===== src/rtl/mem_ctrl_pkg.sv =====
// Shared types for the byte-serial memory controller: widths, FSM encoding,
// latched request record and little-endian byte helpers.
package mem_ctrl_pkg;

   localparam int MemAddrW = 32;
   localparam int MemDataW = 32;
   localparam int MemByteW = 8;
   localparam int MemLenW  = 2;
   localparam int MemCntW  = 3;

   typedef logic [MemAddrW-1:0] mem_addr_t;
   typedef logic [MemDataW-1:0] mem_data_t;
   typedef logic [MemByteW-1:0] mem_byte_t;
   typedef logic [MemLenW-1:0]  mem_len_t;
   typedef logic [MemCntW-1:0]  mem_cnt_t;

   typedef enum logic [1:0] {
      MemIdle  = 2'd0,
      MemRead  = 2'd1,
      MemWrite = 2'd2
   } mem_state_t;

   typedef enum logic {
      OwnerI = 1'b0,
      OwnerD = 1'b1
   } mem_owner_t;

   // Everything captured at grant; requester inputs are ignored afterwards.
   typedef struct packed {
      mem_owner_t owner;
      mem_addr_t  base;
      mem_cnt_t   n;
      mem_data_t  wdata;
   } mem_req_t;

   // The undefined length code 2 is served as a full word.
   function automatic mem_cnt_t len_to_bytes(input mem_len_t len);
      mem_cnt_t n;
      case (len)
         2'd0:    n = 3'd1;
         2'd1:    n = 3'd2;
         default: n = 3'd4;
      endcase
      return n;
   endfunction

   function automatic mem_data_t merge_byte(input mem_data_t word,
                                            input logic [1:0] idx,
                                            input mem_byte_t b);
      mem_data_t r;
      r = word;
      r[{idx, 3'b000} +: 8] = b;
      return r;
   endfunction

   function automatic mem_byte_t pick_byte(input mem_data_t word,
                                           input logic [1:0] idx);
      return word[{idx, 3'b000} +: 8];
   endfunction

endpackage


===== src/rtl/mem_ctrl.sv =====
// Arbitrates icache and data requests onto an 8-bit RAM, one byte per cycle;
// word read ready 5 edges after grant, writes N+0. Requesters see busy, no queueing.
module mem_ctrl
   import mem_ctrl_pkg::*;
(
   input  logic        clock,
   input  logic        reset,
   input  logic        i_read,
   input  logic [31:0] i_addr,
   output logic        i_busy,
   output logic        i_ready,
   output logic [31:0] i_data,
   input  logic        d_read,
   input  logic        d_write,
   input  logic [31:0] d_addr,
   input  logic [1:0]  d_len,
   input  logic [31:0] d_wdata,
   output logic        d_busy,
   output logic        d_ready,
   output logic [31:0] d_rdata,
   output logic [31:0] mem_a,
   output logic        mem_wr,
   output logic [7:0]  mem_dout,
   input  logic [7:0]  mem_din
);

   mem_state_t state_q;
   mem_state_t state_d;
   mem_req_t   req_q;
   mem_cnt_t   cnt_q;
   mem_cnt_t   cap_q;
   logic       addr_vld_q;
   logic       din_vld_q;
   mem_data_t  buf_q;
   mem_data_t  rd_word;

   logic grant_wr;
   logic grant_rd_d;
   logic grant_rd_i;
   logic issue;
   logic capture;
   logic read_done;
   logic write_done;

   always_ff @(posedge clock) begin
      if (reset) begin
         state_q <= MemIdle;
      end else begin
         state_q <= state_d;
      end
   end

   always_comb begin
      state_d = state_q;
      case (state_q)
         MemIdle: begin
            if (d_write) begin
               state_d = MemWrite;
            end else if (d_read || i_read) begin
               state_d = MemRead;
            end
         end
         MemRead: begin
            if (read_done) begin
               state_d = MemIdle;
            end
         end
         MemWrite: begin
            if (write_done) begin
               state_d = MemIdle;
            end
         end
         default: state_d = MemIdle;
      endcase
   end

   // Read bytes arrive one cycle after their address, so capture trails
   // issue by two stages and the read finishes on the last capture.
   always_comb begin
      grant_wr   = 1'b0;
      grant_rd_d = 1'b0;
      grant_rd_i = 1'b0;
      issue      = 1'b0;
      capture    = 1'b0;
      read_done  = 1'b0;
      write_done = 1'b0;
      case (state_q)
         MemIdle: begin
            grant_wr   = d_write;
            grant_rd_d = !d_write && d_read;
            grant_rd_i = !d_write && !d_read && i_read;
         end
         MemRead: begin
            issue     = (cnt_q < req_q.n);
            capture   = din_vld_q;
            read_done = din_vld_q && (cap_q == req_q.n - 3'd1);
         end
         MemWrite: begin
            issue      = (cnt_q < req_q.n);
            write_done = (cnt_q >= req_q.n);
         end
         default: ;
      endcase
   end

   assign rd_word = merge_byte(buf_q, cap_q[1:0], mem_din);

   assign d_busy = (state_q != MemIdle);
   assign i_busy = (state_q != MemIdle) | d_read | d_write;

   always_ff @(posedge clock) begin
      if (reset) begin
         req_q      <= '0;
         cnt_q      <= '0;
         cap_q      <= '0;
         addr_vld_q <= 1'b0;
         din_vld_q  <= 1'b0;
         buf_q      <= '0;
         mem_a      <= '0;
         mem_wr     <= 1'b0;
         mem_dout   <= '0;
         i_ready    <= 1'b0;
         i_data     <= '0;
         d_ready    <= 1'b0;
         d_rdata    <= '0;
      end else begin
         i_ready    <= 1'b0;
         d_ready    <= 1'b0;
         addr_vld_q <= 1'b0;
         din_vld_q  <= addr_vld_q;

         // Byte 0 goes on the bus straight from the grant edge.
         if (grant_wr || grant_rd_d || grant_rd_i) begin
            req_q.owner <= grant_rd_i ? OwnerI : OwnerD;
            req_q.base  <= grant_rd_i ? i_addr : d_addr;
            req_q.n     <= grant_rd_i ? 3'd4 : len_to_bytes(d_len);
            req_q.wdata <= d_wdata;
            cnt_q       <= 3'd1;
            cap_q       <= '0;
            buf_q       <= '0;
            mem_a       <= grant_rd_i ? i_addr : d_addr;
            mem_wr      <= grant_wr;
            mem_dout    <= grant_wr ? d_wdata[7:0] : 8'h00;
            addr_vld_q  <= !grant_wr;
         end

         if (issue) begin
            mem_a      <= req_q.base + {{(MemAddrW-MemCntW){1'b0}}, cnt_q};
            cnt_q      <= cnt_q + 3'd1;
            addr_vld_q <= (state_q == MemRead);
            if (state_q == MemWrite) begin
               mem_dout <= pick_byte(req_q.wdata, cnt_q[1:0]);
            end
         end

         if (write_done) begin
            mem_wr   <= 1'b0;
            mem_dout <= '0;
            d_ready  <= 1'b1;
         end

         if (capture) begin
            buf_q <= rd_word;
            cap_q <= cap_q + 3'd1;
         end

         if (read_done) begin
            if (req_q.owner == OwnerI) begin
               i_ready <= 1'b1;
               i_data  <= rd_word;
            end else begin
               d_ready <= 1'b1;
               d_rdata <= rd_word;
            end
         end
      end
   end

endmodule

===== config.mk =====
export PLATFORM = sky130hd
export DESIGN_NAME = mem_ctrl
export DESIGN_NICKNAME = d
export VERILOG_FILES = /design/src/rtl/mem_ctrl_pkg.sv /design/src/rtl/mem_ctrl.sv
export SDC_FILE = /design/constraint.sdc
export NUM_CORES = 1
export LEC_CHECK = 0
export ABC_CLOCK_PERIOD_IN_PS = 2600
export CORE_MARGIN = 2
export CORE_UTILIZATION = 35
export DETAILED_ROUTE_END_ITERATION = 12
export GPL_TIMING_DRIVEN = 0
export SKIP_CTS_REPAIR_TIMING = 1
export SYNTH_ARGS = -nofsm -noshare
export SYNTH_HDL_FRONTEND = slang
export SYNTH_SLANG_ARGS = --single-unit

===== constraint.sdc =====
create_clock -name clock -period 2.6 [get_ports clock]
set_input_delay 0.52 -clock clock [delete_from_list [all_inputs] [get_ports clock]]
set_output_delay 0.52 -clock clock [all_outputs]
set_load 0.02 [all_outputs]

==> results.txt, run 1 <==
The register area is 4340 um^2. The tightest min-delay check is of the reg -> reg type. The DRC marker count from the first detailed-route iteration is 628. The maximum fanout along the worst path is 8.

For the pin with the worst max-slew slack, the measured transition is 850 ps. The number of failing hold endpoints at the final stage is 0. The tightest hold path in the finished design has a slack of 440 ps. Measured along the x axis, the die boundary spans 171 um. In this run, synthesis produced a sequential element count of 217.

In this run the clock root is driven by a clkbuf_16. The number of antenna repair diodes came out at 0. Across the run, the number of max-cap violations was 0. The total wire length came out at 32.9 mm. The area taken by multi-input logic gates came out at 5000 um^2.

After clock tree synthesis, the clock-pin slew on the worst setup and hold paths is 60 ps. The total nets after synthesis is 1,258. TritonCTS built the clock tree. The met3 layer wire length in the routed design came out at 1.93 mm. Entering global routing, the biggest net connects 14 pins.

The detailed-route wire length on metal 1 is 14.5 mm. The starting utilization of the core area is 35.4%. The post-synthesis instance total came out at 1,129.

The post-detailed-route DRC marker count came out at 0. The total power came out at 9420 uW. The count of cell types in the netlist is 67. In this run the number of H-tree levels came out at 1. Buffers placed on the I/O ports in this run total 218. The number of detailed-route iterations in the first pass is 6. Dividing total power by cell area gives a power density of 705 nW/um^2. The utilization after layout is 48.3%.

The layout cell share with drive strength beyond 1 came out at 9.14%. Routability-driven placement finished with a final weighted congestion of 0.880. The clock period minus final worst setup slack is 2490 ps. The largest vdd supply drop came out at 0.411 mV. The clock insertion delay at the later pin of the skew report is 510 ps. Of all flip-flops after synthesis, the portion carrying an async set or reset was 0%. For this run, the number of standard cells in the final layout without fillers is 1,768. After routing, the total negative slack on setup checks comes to 0 ps. The worst setup path is launched from a flop. The synthesis-to-finish area growth came out at 36.5%. The count of yosys warnings during synthesis came out at 0. From bottom edge to top edge, the die measures 171 um.

The per-instance average area after synthesis is 8.67 um^2. The initial antenna violation count came out at 0. The worst clock skew on the final layout came out at 7.27 ps.

For this run, the leading register cell type out of synthesis is dfxtp_1. The leakage power summed over all cells came out at 0.00481 uW. Counting tap cells, the placed design contains a total of 1,725 instances. The number of nets with antenna violations after detailed routing is 0.

Global routing used 22.1% of the available tracks. The maximum clock path buffer count came out at 3. In the final routed layout, each cell accounts on average for 18.6 um. The area of the die came out at 29,300 um^2. The setup check on the worst reg-to-reg path leaves a slack of 220 ps. The count of final max-slew check failures is 0. The uppermost layer routed is met4. The area of the mapped netlist is 9790 um^2.

The share of the cycle needed by the critical path after routing is 95.6%. The floorplan core area is 27,600 um^2. The count of flip-flops with a built-in enable after synthesis came out at 0. The post-layout net count is 1,503. The clock sink count is 217. The detailed-route via count is 9,311. The number of buffers created by CTS is 24.

The first global-routing pass estimated 50.8 mm of wire. For the worst setup path, the data required time is 2080 ps. The kind of critical path is reg -> out. The highest attainable clock frequency came out at 402 MHz. For the worst setup path, the data arrival time is 1970 ps. In the routed layout, each cell is associated on average with a via count of 5.27.

The floorplan row count is 61. For this run, the register share of the synthesized area comes to 44.4%. STA classifies the critical path endpoint as an output port. The total overflow left after global routing is 0. The met2 layer wire length in the routed design is 15.7 mm.

The via count of the first global-routing pass came out at 9,160. The number of fill cells is 2,696. The count of pins on the block boundary came out at 220. The total half-perimeter wirelength after legalization and detailed placement is 24.0 mm. Setup repair after global routing could not meet its margin everywhere. The worst slew margin relative to its limit is 43.3%. The run finished with clean final reports.

The final number of setup-violating endpoints came out at 0.
## synth_stat cells, drive strengths merged (3+ instances only)
library cell	number	area share [%]
dfxtp	217	44
nor2	190	7.3
nand2	115	4.4
a21oi	95	4.9
a211oi	92	8.7
clkbuf	65	2.5
nor2b	35	2.2
a31oi	32	2.0
o21ai	30	1.5
buf	26	1.7
o22ai	24	1.5
xor2	24	2.1
ha	17	2.2
nand3	17	1.0
nor3	16	0.98
inv	13	0.50
a2bb2oi	11	0.98
nand4	10	0.86
a222oi	8	0.82
and3	8	0.51
mux4	8	1.8
o211ai	6	0.46
xnor2	6	0.54
and4	5	0.45
nand3b	5	0.38
a22oi	4	0.31
nand2b	4	0.26
a221oi	3	0.27
a311oi	3	0.27
and2	3	0.19
nor3b	3	0.23
nor4bb	3	0.31
o211a	3	0.31
## placed cells by master, fill, tap and decap left out, types with 9 or more instances in the layout
cell               n
clkbuf_1          60
nand2_1          114
o21ai_0           29
a31oi_1           32
nor3_1            14
a211oi_2          32
clkbuf_16         25
inv_1             13
o22ai_1           24
nand3_1           14
dfxtp_1          217
nor2_1           189
nor2b_1           35
a211oi_1          60
a2bb2oi_1         11
ha_1              16
clkdlybuf4s50_1  216
xor2_1            24
a21oi_1           95
buf_4              9
buf_2              9
## area by class of cell
cell class / instances / area share [%]
Inverter: 14 / 0.393
Clock buffer: 35 / 5.41
Tap cell: 378 / 3.54
Clock inverter: 7 / 1.04
Multi-Input combinational cell: 807 / 37.4
Sequential cell: 217 / 32.5
Timing Repair Buffer: 220 / 16.5
Buffer: 90 / 3.17
## power by group
part           internal (uW)  switching [uW]
Sequential              3590             228
Clock                   2320            1380
Combinational            798            1100
Total                   6710            2710
## path summary, 6_finish.rpt
path	start	endpoint	cells past startpoint
worst max-delay path	state_q[0]$_SDFFE_PP0P_	d_busy	4
worst min-delay path	addr_vld_q$_SDFF_PP0_	din_vld_q$_SDFF_PP0_	1
worst max register to register	cnt_q[0]$_SDFFE_PP0P_	mem_a[14]$_SDFFE_PP0P_	10
worst min register to register	addr_vld_q$_SDFF_PP0_	din_vld_q$_SDFF_PP0_	1
## worst max-delay path: stages (launching register included)
cell and delay [ps]:
dfxtp_1 360, inv_1 70, ha_2 260, inv_1 130, clkdlybuf4s50_1 630
## cells by family (layout without fill, tap and decap cells)
group	after synthesis	count (layout)	share of synthesized area (%)
and+or+nand+nor	425	425	20.2
AOI/OAI and AO/OA	323	323	23.4
DFF	217	217	44.4
buffers and inverters	105	366	4.72
xor gates and xnor gates	31	31	2.92
adders and majority gates	18	18	2.38
muxes	10	10	2.07
## state kept, by name, summed over array words and instances, names as in the netlist
signal	cells
addr_vld_q	1
buf_q	32
cap_q	3
cnt_q	3
d_rdata	32
d_ready	1
din_vld_q	1
i_data	32
i_ready	1
mem_a	32
mem_dout	8
mem_wr	1
req_q	68
state_q	2
## stage by stage
step / area, um^2 / setup slack (ps)
global placement: 12400 / -878
detailed placement: 12400 / -842
CTS: 13300 / -838
floorplan: 9790 / 570
finish: 13400 / 115
global route: 13400 / -3.08
## metal layers
| layer | up-vias | global-route usage [%] |
|---|---|---|
| li1 | 4524 | - |
| met1 | 4436 | 28.9 |
| met2 | 311 | 37.9 |
| met3 | 40 | 3.47 |
| met4 | 0 | 5.97 |
| met5 | - | 0 |
Note: power is estimated with default switching activity, not from simulation.
==> inputs of run 2 (changes only) <==
CTS_BUF_LIST = sky130_fd_sc_hd__clkbuf_2   (was default)
==> run 2 against run 1 <==
  * Utilization shrank 1.2 points
  * Fmax is 2.7% lower
  * Clock-buffer cell count rose by 43
  * First-iteration DRC count decreased by 12%
  * Clock power fell by 36%
  * Via count is 1.7% higher
  * Sequential power is essentially flat
  * Largest cell class unchanged
  * Register-to-register slack got worse by 20 ps
  * Sequential cell count unchanged
  * Worst setup slack got worse by 68 ps
==> results.txt, run 2 (same netlist as run 1, synthesis figures left out) <==
Across all hold checks on the routed design, the worst slack comes to 192 ps. The clock power share is 29.1%. For this run, design rule violations remaining after detail routing come to 0.

The switching part of the total is 34.2%. The clock period minus final worst setup slack is 2550 ps. The global-route wire length before repair came out at 51.1 mm.

The required time at the worst-slack endpoint is 2080 ps. In the global route stage, met1 resource usage came out at 28.3%. The total overflow left after global routing is 0.

The number of flip-flops under the largest register name is 68. The number of levels in the clock H-tree came out at 2. In this run the worst path has a maximum fanout of 10.

The clock insertion delay at the later pin of the skew report came out at 860 ps. The leakage power summed over all cells came out at 0.00477 uW. The maximum clock path buffer count is 3. The final total negative setup slack is 0 ps.

At the pin with the least slew margin, the transition time is 844 ps. The floorplan core area is 27,600 um^2. The TritonCTS clock tree is built. The total half-perimeter wirelength after legalization and detailed placement is 24.0 mm. The max-cap check violation count is 0. The number of failing hold endpoints at the final stage is 0.

The most congested layer reported by global routing is met2. The floorplan row count is 61. The largest net degree at the start of global routing came out at 16. The clock net in this run drives a total of 217 sinks. In the layout the commonest cells are dfxtp_1 (217), clkdlybuf4s50_1 (216), nor2_1 (189). Once the floorplan was initialized, standard cells occupied 35.4% of the core. Excluding fillers, the count of instances in the completed layout stands at 1,828.

The number of buffers created by CTS came out at 56. The via count of the first global-routing pass is 9,375. The die is 171 um tall.

Wires add up to 32.9 mm. For this block, the via count after detailed routing is 9,465. From synthesis to final layout, the design area changed by 33.1%. Derived from the worst setup path, the maximum achievable clock frequency is 392 MHz. The worst pin sits at a relative slew slack of 43.8%. The share of the cycle needed by the critical path after routing came out at 98.2%. The worst reg-to-reg path cell count came out at 10. The floorplan step defined a die boundary enclosing 29,300 um^2. The post-layout net count is 1,535. Dividing the detail-routed via count by the number of cells gives 5.18. The startpoint identified for the worst register-to-register timing path is cnt_q[0]$_SDFFE_PP0P_. STA classifies the critical path startpoint as an input pin.

The signal arrival time at the worst endpoint is 2030 ps. The critical path in this run is classified as in -> out. The power density over the cells came out at 620 nW/um^2. After clock tree synthesis, the clock-pin slew on the worst setup and hold paths is 110 ps.

The combinational share of power is 23.7%. Clock tree synthesis selected as its root buffer the cell clkbuf_2. The area taken by multi-input logic gates is 5010 um^2. The post-place setup slack came out at -842 ps. The register area came out at 4340 um^2. The worst setup path is captured at an output port. The classification of the worst-slack hold path is in -> reg. The initial antenna violation count came to 1. The total global routing track utilization is 22.3%. Sequential cells account for 47.2% of the total power. The total power is 8080 uW. The most critical setup path has its endpoint at i_busy. The worst clock skew on the final layout is 71.2 ps. The worst register-to-register path ends at mem_a[17]$_SDFFE_PP0P_. The number of nets with antenna violations after detailed routing is 0. The average wire per cell in the routed design is 18.0 um. Setup repair after global routing could not meet its margin everywhere. The most critical setup path has its startpoint at d_write.

VDD sags by at most 0.318 mV. The layout cell share with drive strength beyond 1 is 11.9%. The die span in x is 171 um. The number of instances on the worst hold path came out at 3. The fraction of met3 tracks used by global routing came out at 5.06%.

The met2 capacity usage during global routing is 37.8%. The number of placed instances, taps included, is 1,725. In this run the register-to-register setup slack is 200 ps.

The count of pins on the block boundary came out at 220. For this run, the detailed router's first-pass iteration total came to 6. The final number of setup-violating endpoints is 0. The number of fill cells came out at 2,780.

The DRC marker count from the first detailed-route iteration came out at 554. The final weighted congestion in routability-driven placement came out at 0.880. The number of port buffers came out at 218. The count of final max-slew check failures came to 0. The register with the most flip-flops is req_q. Summed over all nets, the switching power comes to 2760 uW.

The run finished with clean final reports. The total internal power is 5310 uW. Leaving out fill and tap cells, the most frequent cell in the layout is dfxtp_1. Setup slack closes at 46.8 ps.
-- run 2: final cells by class --
type / instances / share of cell area, %
Sequential cell: 217 / 33.3
Timing Repair Buffer: 220 / 16.9
Buffer: 90 / 3.33
Antenna cell: 1 / 0.0192
Inverter: 14 / 0.403
Clock inverter: 23 / 0.912
Tap cell: 378 / 3.63
Multi-Input combinational cell: 807 / 38.5
Clock buffer: 78 / 3.00
-- run 2: per-layer routing --
metal  wire length, um  vias to the layer above
li1                  -                     4619
met3              2330                       59
met4               716                        0
met1             14300                     4411
met2             15600                      376
met5                 0                        -
-- run 2: stage by stage --
step | instance area, um^2 | utilization (%)
6_report | 13000 | 47.1
3_3_place_gp | 12400 | 45.0
4_1_cts | 12900 | 46.9
3_5_place_dp | 12400 | 45.0
5_1_grt | 13000 | 47.1
2_1_floorplan | 9790 | -
-- run 2: how the worst min path moves through the flow --
stage	to	start	slack, ps
2_1_floorplan	din_vld_q$_SDFF_PP0_	addr_vld_q$_SDFF_PP0_	410
3_3_place_gp	din_vld_q$_SDFF_PP0_	addr_vld_q$_SDFF_PP0_	430
3_5_place_dp	din_vld_q$_SDFF_PP0_	addr_vld_q$_SDFF_PP0_	430
4_1_cts	req_q[17]$_SDFFE_PP0N_	d_wdata[17]	130
5_1_grt	req_q[26]$_SDFFE_PP0N_	d_wdata[26]	130
6_report	req_q[17]$_SDFFE_PP0N_	d_wdata[17]	190
-- run 2: power groups by stage --
stage	combinational, uW	sequential (uW)	clock [uW]
floorplan	943	3960	0
global placement	1860	3880	0
detailed placement	1870	3880	0
CTS	1880	3810	2410
global route	2080	3840	2600
finish	1910	3810	2350
-- run 2: worst max-delay path, stage by stage --
cell and delay, ps:
clkdlybuf4s50_1 620, nor2_4 260, clkbuf_2 310, nand2_1 130, buf_4 170
==> inputs of run 3 (changes only) <==
CORE_UTILIZATION = 30   (was 35)
==> run 3 against run 2 <==
  * Power increased by 1.7%
  * First-iteration DRC count increased by 4.3%
  * Sequential share of layout area decreased by 0.20 points
  * Combinational power about the same
  * Sequential cell count unchanged
  * Cell count increased by 3.4%
  * Die area increased by 16%
  * Sequential power about the same
  * Fmax decreased by 0.54%
  * Clock power increased by 6%
  * Register-to-register slack got worse by 50 ps
  * Critical path type unchanged
  * Critical endpoint unchanged
  * Largest power group unchanged
==> results.txt, run 3 (same netlist as run 1, synthesis figures left out) <==
The flow ran to the end, and the final reports show no timing, DRC or antenna violations. The total half-perimeter wirelength after legalization and detailed placement came out at 24.9 mm. The power share of the sequential group is 46.4%.

The area of the die is 34,100 um^2. For this design the total switching power over the nets is 2780 uW. In this run the tightest slew margin relative to its limit is 46.4%. The combinational share of power came out at 23.4%. The worst setup path is launched from an input pin. The final critical path takes up 98.7% of the cycle.

Setup total negative slack on the finished layout was measured at 0 ps. The required time at the worst-slack endpoint came out at 2080 ps. Global routing used 19.9% of the available tracks.

The maximum fanout along the worst path is 10. The final number of setup-violating endpoints is 0. The number of failing hold endpoints at the final stage came out at 0.

The H-tree generated during clock tree synthesis spans 2 levels. The remaining global-route overflow is 0. The number of non-filler instances in the completed layout is 1,890. The count of final max-slew check failures is 0.

The cell total after placement is 1,789. The worst hold path belongs to the class in -> reg. The register with the most flip-flops in the layout has 68 of them. In this run switching power makes up 33.8% of total power. The routed layout has 9,479 vias. Leaving out fill and tap cells, the most frequent cells in the layout are dfxtp_1 (217), clkdlybuf4s50_1 (216), nor2_1 (189). The largest net degree at the start of global routing is 16. The average wire per cell in the routed design is 18.1 um. The library cell used most frequently in the layout, excluding fill and tap cells, is dfxtp_1. The starting utilization of the core area is 30.3%. Setup repair after global routing could not meet its margin everywhere. The leakage power summed over all cells came out at 0.00477 uW. The post-detailed-route DRC marker count came out at 0. Setup slack closes at 32.9 ps. The count of pins on the block boundary came out at 220. The total wire length is 34.2 mm.

In the final layout, the share of cells above drive strength 1 is 12.1%. The highest attainable clock frequency came out at 390 MHz. The y dimension of the die is 185 um. The clock power share came out at 30.2%. The number of port buffers is 218. The post-layout net count came out at 1,534. The largest vdd supply drop came out at 0.301 mV. The max-cap check violation count is 0. The power density over the cells is 627 nW/um^2. The setup path with the least slack is of type in -> out.

For the pin with the worst max-slew slack, the measured transition is 804 ps. The final weighted congestion in routability-driven placement came out at 0.877. The worst clock skew on the final layout came out at 106 ps.

The root buffer cell is clkbuf_2. The floorplan row count is 66. The floorplan step defined a core boundary enclosing 32,300 um^2. For this design, the sink count on the clock tree is 217. The signal arrival time at the worst endpoint came out at 2050 ps. The initial antenna violation count came to 3. TritonCTS built the clock tree.

The number of buffers created by CTS came out at 57. The synthesis-to-finish area growth is 33.9%. For the worst-skew pair, the clock arrives at the later sink with an insertion delay of 880 ps. The number of detailed-route iterations in the first pass came out at 5. The worst path needs 2570 ps of the cycle, external delays included. The total internal power is 5440 uW. The number of vias per cell after detailed routing came out at 5.02. The global-route wire length before repair is 52.6 mm.

The via count of the first global-routing pass is 9,291. The finished cells cover 13,100 um^2. The die span in x is 185 um. After the first detailed-routing iteration, the DRC count stood at 578. The placed instances occupy a cell area of 12,500 um^2. The clock-pin slew reported for the worst setup and hold paths after clock tree synthesis is 110 ps. The number of nets with antenna violations after detailed routing came out at 0. The maximum clock path buffer count is 3. STA classifies the critical path endpoint as an output port.

More flip-flops sit in one register than any other, and that register is req_q. The post-place setup slack came out at -961 ps.
run 3: cell types whose count changed in the layout (fill, tap and decap cells not counted), sizes merged:
cell / delta
clkbuf: +4
dlymetal6s2s: -1
bufinv: +1
clkinvlp: -1
clkinv: -6
buf: -1
diode: +2
run 3: power by group through the flow:
stage	clock [uW]	combinational (uW)	sequential (uW)
detailed placement	0	1890	3870
global placement	0	1870	3870
floorplan	0	943	3960
global route	2720	2090	3840
CTS	2550	1900	3800
finish	2480	1920	3810
run 3: metrics by stage:
| step | utilization [%] | power (uW) | hold WS [ps] |
|---|---|---|---|
| after CTS | 40.4 | 8250 | 87.9 |
| after global placement | 38.8 | 5740 | 426 |
| after floorplan | - | 4900 | 414 |
| after detailed placement | 38.8 | 5760 | 430 |
| after global routing | 40.6 | 8640 | 107 |
| final | 40.6 | 8210 | 173 |
run 3: cell type report:
class                           instances  area, um^2
Fill cell                            3274       19200
Multi-Input combinational cell        807        5010
Sequential cell                       217        4340
Timing Repair Buffer                  218        2170
Tap cell                              442         553
Buffer                                 90         440
Clock buffer                           82         410
Clock inverter                         17         119
Inverter                               14        52.6
Antenna cell                            3        7.51
run 3: per-layer routing:
layer | global-route usage [%] | part of all wire, % | vias up
met5 | 0 | 0 | -
met4 | 5.63 | 1.9 | 0
met3 | 3.91 | 6.0 | 56
met2 | 33.6 | 48 | 301
met1 | 25.6 | 44 | 4512
li1 | - | - | 4610
run 3: worst max-delay path, cell delays in order:
cell	delay, ps
clkdlybuf4s50_1	620
nor2_4	330
clkbuf_4	310
nand2_1	90
buf_2	170
run 3: worst paths after layout:
kind | from | end | slack, ps | cells past startpoint
min | d_wdata[18] | req_q[18]$_SDFFE_PP0N_ | 170 | 3
max reg2reg | cnt_q[1]$_SDFFE_PP0P_ | mem_a[24]$_SDFFE_PP0P_ | 150 | 8
min reg2reg | addr_vld_q$_SDFF_PP0_ | din_vld_q$_SDFF_PP0_ | 450 | 1
max | d_write | i_busy | 30 | 5
